File: src/rtl/par_pkg.sv
// Shared types for the UART parity generator/checker: parity modes, RX FSM
// states and the parity-bit function used by both the TX and RX paths.
package par_pkg;

  typedef enum logic [1:0] {
    PAR_EVEN  = 2'b00,
    PAR_ODD   = 2'b01,
    PAR_MARK  = 2'b10,
    PAR_SPACE = 2'b11
  } par_typ_e;

  typedef enum logic [1:0] {
    ST_IDLE     = 2'b00,
    ST_ACCUM    = 2'b01,
    ST_WAIT_PAR = 2'b10
  } rx_state_e;

  typedef struct packed {
    logic     en;
    par_typ_e typ;
  } par_mode_t;

  // dpar is the XOR reduction of the data bits.
  function automatic logic par_calc(input logic dpar, input par_typ_e typ);
    case (typ)
      PAR_EVEN: return dpar;
      PAR_ODD:  return ~dpar;
      PAR_MARK: return 1'b1;
      default:  return 1'b0;
    endcase
  endfunction

endpackage

File: src/rtl/par_chk_fsm.sv
// RX parity checker: accumulates parity over the serial data bits of one
// frame and compares it with the received parity bit.
module par_chk_fsm
  import par_pkg::*;
#(
  parameter int unsigned DATA_WIDTH = 8
) (
  input  logic      CLK,
  input  logic      RST,
  input  logic      rx_start,
  input  logic      rx_bit,
  input  logic      rx_bit_vld,
  input  logic      rx_par_vld,
  input  par_mode_t mode,
  output logic      par_err,
  output logic      frm_err,
  output logic      par_err_set
);

  localparam int unsigned CW = $clog2(DATA_WIDTH + 1);
  localparam logic [CW-1:0] LAST_IDX = CW'(DATA_WIDTH - 1);

  rx_state_e     state, state_nxt;
  logic          acc, acc_nxt;
  logic [CW-1:0] bit_cnt, bit_cnt_nxt;
  par_mode_t     rx_mode, rx_mode_nxt;
  logic          par_err_nxt, frm_err_nxt;

  always_comb begin
    state_nxt   = state;
    acc_nxt     = acc;
    bit_cnt_nxt = bit_cnt;
    rx_mode_nxt = rx_mode;
    par_err_nxt = 1'b0;
    frm_err_nxt = 1'b0;
    if (rx_start) begin
      state_nxt   = ST_ACCUM;
      acc_nxt     = 1'b0;
      bit_cnt_nxt = '0;
      rx_mode_nxt = mode;
    end else begin
      case (state)
        ST_ACCUM: begin
          // A parity strobe here means the frame ended before DATA_WIDTH bits.
          if (rx_par_vld) begin
            frm_err_nxt = 1'b1;
            state_nxt   = ST_IDLE;
          end else if (rx_bit_vld) begin
            acc_nxt     = acc ^ rx_bit;
            bit_cnt_nxt = bit_cnt + CW'(1);
            if (bit_cnt == LAST_IDX)
              state_nxt = rx_mode.en ? ST_WAIT_PAR : ST_IDLE;
          end
        end
        ST_WAIT_PAR: begin
          if (rx_par_vld) begin
            par_err_nxt = (rx_bit != par_calc(acc, rx_mode.typ));
            state_nxt   = ST_IDLE;
          end
        end
        default: ;
      endcase
    end
  end

  always_ff @(posedge CLK or negedge RST) begin
    if (!RST) begin
      state   <= ST_IDLE;
      acc     <= 1'b0;
      bit_cnt <= '0;
      rx_mode <= '0;
      par_err <= 1'b0;
      frm_err <= 1'b0;
    end else begin
      state   <= state_nxt;
      acc     <= acc_nxt;
      bit_cnt <= bit_cnt_nxt;
      rx_mode <= rx_mode_nxt;
      par_err <= par_err_nxt;
      frm_err <= frm_err_nxt;
    end
  end

  assign par_err_set = par_err_nxt;

endmodule

File: config.mk
export PLATFORM = sky130hd
export DESIGN_NAME = par_chk_fsm
export DESIGN_NICKNAME = d
export VERILOG_FILES = /design/src/rtl/par_pkg.sv /design/src/rtl/par_chk_fsm.sv
export SDC_FILE = /design/constraint.sdc
export NUM_CORES = 1
export LEC_CHECK = 0
export BUFFER_PORTS_ARGS = -buffer_cell sky130_fd_sc_hd__buf_2
export CAP_MARGIN = 10
export CORE_UTILIZATION = 40
export CTS_CLUSTER_SIZE = 40
export DETAILED_ROUTE_END_ITERATION = 6
export GPL_TIMING_DRIVEN = 0
export PLACE_DENSITY_LB_ADDON = 0.08
export SKIP_LAST_GASP = 1
export SLEW_MARGIN = 20
export SYNTH_ARGS = -nofsm -noshare
export SYNTH_HDL_FRONTEND = slang
export SYNTH_SLANG_ARGS = --single-unit
File: constraint.sdc
create_clock -name CLK -period 1.4 [get_ports CLK]
set_input_delay 0.07 -clock CLK [delete_from_list [all_inputs] [get_ports CLK]]
set_output_delay 0.07 -clock CLK [all_outputs]
set_load 0.05 [all_outputs]
==> run_results.csv <==
group,metric,value,unit
synthesis,ys_ff_latch,12,
critical_path,crit_path_end_kind,"output pin",
cells_and_area,multi_input_area,275.3,um^2
timing,fin_crit_sh,101.2,%
route,drtIter0Drc,2,
global_routing,gr-max-usage-layer,"met2",
global_routing,grt_use_total,16.61,%
placed_design,io_buffer_count,11,
timing,hold_violations,0,
cells_and_area,synthToLayoutAreaGrowth,23.55,%
route,vias_per_cell,5.160,
die,die_h,40.22,um
synthesis,ys_async_sr_fraction,100.0,%
route,via_count,418,
synthesis,seq_area_frac_synth,51.39,%
route,wire_per_inst,12.60,um
synthesis,syn_inst,50,
placed_design,dp_hpwl,708.7,um
global_routing,grt_pass1_wl,1.669,mm
clocking,clkTransAtPathRegs,0.08,ns
cells_and_area,diodes,0,
route,finalWirelength,1.021,mm
route,first_pass_iters,3,
placed_design,gp_congestion,0.7218,
synthesis,synthTopCellsByCount,"dfrtp_1, nor2_1, a21oi_1, mux2_2, xnor2_1",
cells_and_area,final_layout_size_suffix_gt1_share,36.36,%
global_routing,grt_pass1_vias,399,
clocking,tritoncts,"done",
synthesis,yosysMostFrequentCell,"dfrtp_1",
timing,setup_viol,1,
synthesis,yosys.area.top_type_share,51.39,%
route,route.detailed.drc,0,
die,start_util,43.81,%
outcome,status,"finished, violations left",
global_routing,grt.met3_usage,3.333,%
timing,timing.fmax,0.7056,GHz
clocking,ctsLongestPathBuffers,2,
clocking,htreeDepth,1,
timing,finClkSkew,0.004048,ns
cells_and_area,ff_latch_area,300.3,um^2
global_routing,gr-usage-met2,24.60,%
timing,maxSlewHeadroom,81.46,%
die,rows,13,
critical_path,worstSetupPathType,"reg -> out",
global_routing,overflow,0,
synthesis,syn-num-nets,60,
critical_path,crit_required,1.33,ns
route,postRouteAntennaNets,0,
timing,drv_slew,0,
die,dieWidth,40.22,um
clocking,clkLatencyLatePin,0.28,ns
cells_and_area,fillers,123,
pwr,powerDensity,956.1,mW/mm^2
synthesis,synthTopCellsByArea,"dfrtp_1, mux2_2, xnor2_1, nor2_1, nand4_4",
pwr,vdd.ir_drop.worst,0.4433,mV
clocking,clock_sinks,12,
global_routing,met1_usage,21.11,%
clocking,cts_root_buf,"clkbuf_4",
timing,finalCriticalPeriod,1.417,ns
job,drv_cap,0,
critical_path,cp_max_fo,2,
synthesis,synth_top_area_cell,"dfrtp_1",
synthesis,syn_avg_cell_area,11.69,um^2
placed_design,dp_slack,0.05968,ns
die,die_area,0.001618,mm^2
clocking,cts_made_buffers,3,
die,core,0.001334,mm^2
pwr,power.leakage,0.3476,nW
synthesis,synth_edf_count,0,
synthesis,yosysWarnings,0,
critical_path,reg2reg_depth,4,
timing,setup_slack,-0.01729,ns
die,io_pins,12,
global_routing,grt_start_max_net_pins,13,
worst_hold_path,holdPathStages,2,
timing,worst_slew_pin_slew,0.2761,ns
synthesis,yosys.cell_types.count,22,
timing,finalSetupTns,-0.01729,ns
worst_hold_path,hp-class,"in -> reg",
synthesis,syn-cell-area,584.3,um^2
synthesis,ys.flop_type,"dfrtp_1",
cells_and_area,final_net_count,78,
timing,rsz0062_at_grt,"true",
critical_path,start_kind,"flop",
critical_path,worstPathArrival,1.35,ns
global_routing,antenna_found_initial,0,
outcome,violations,"negative setup slack",
-- flip-flops by register name, indices dropped and copies added, names as in the netlist --
register / count
rx_mode: 3
state: 2
bit_cnt: 4
acc: 1
frm_err: 1
par_err: 1
-- final cells by class --
cell class,count,share of cell area [%]
flip-flops and latches,12,41.59
multi-input cells,34,38.13
repair buffers,13,10.92
clock buffers,3,3.120
plain buffers,2,2.600
well taps,15,2.600
inverters,2,1.040
-- path summary, 6_finish.rpt --
check	startpoint	slack, ns	to
worst min register to register	rx_mode[2]$_DFFE_PN0P_	0.52	rx_mode[2]$_DFFE_PN0P_
min in group asynchronous	RST	0.19	acc$_DFFE_PN0P_
max in group asynchronous	RST	0.99	bit_cnt[0]$_DFFE_PN0P_
worst min-delay path	mode[0]	0.02	rx_mode[0]$_DFFE_PN0P_
worst max register to register	state[1]$_DFFE_PN0P_	0.05	bit_cnt[3]$_DFFE_PN0P_
worst max-delay path	rx_mode[0]$_DFFE_PN0P_	-0.02	par_err_set
-- where the power goes --
part | internal (mW) | switching (mW) | leakage (nW)
logic | 0.0436 | 0.0505 | 0.178
clock network | 0.0998 | 0.122 | 0.0138
registers | 0.363 | 0.0123 | 0.156
total | 0.506 | 0.184 | 0.348
-- per-stage QoR --
step	hold slack [ns]	power [mW]	instances	utilization, %	area [um^2]
after CTS	0.01589	0.6944	80	53.38	711.9
after detailed placement	-0.03075	0.4752	76	50.47	673.1
after floorplan	-0.2256	0.4425	50	-	599.3
after global placement	-0.03554	0.4744	76	50.47	673.1
final	0.01714	0.6903	81	54.13	721.9
after global routing	0.01107	0.7249	81	54.13	721.9
-- critical path, cell delays in order, from the launching register on --
cell,delay [ns]
dfrtp_1,0.40
xnor2_1,0.14
xnor2_1,0.16
nor4_4,0.17
buf_6,0.20
-- cells in the final DEF (no fill, tap or decap), types with 3 or more instances in the layout --
cell,n
a21oi_1,4
buf_2,10
clkbuf_4,3
dfrtp_1,12
mux2_2,3
nor2_1,6
xnor2_1,3
-- cell families after synthesis --
logic type / after synthesis / synth area share (%)
AOI/OAI and AO/OA: 8 / 8.566
xor gates and xnor gates: 3 / 4.498
adders and majority gates: 1 / 2.141
buffers and inverters: 4 / 4.498
DFF: 12 / 51.39
muxes: 5 / 10.06
and+or+nand+nor: 17 / 18.84
-- timing repair --
action,CTS,global route
hold buffers,1,0
buffers inserted,0,1
endpoints found under the setup margin,1,2
pin swaps,1,3
hold endpoints to repair,12,0
resized for setup,2,1
-- metal layers --
layer | routed length (um) | share of wire [%]
met1 | 508 | 50
met2 | 444 | 43
met3 | 29 | 2.8
met4 | 38 | 3.7
met5 | 0 | 0
No activity file was read; power rests on OpenSTA's default activity.
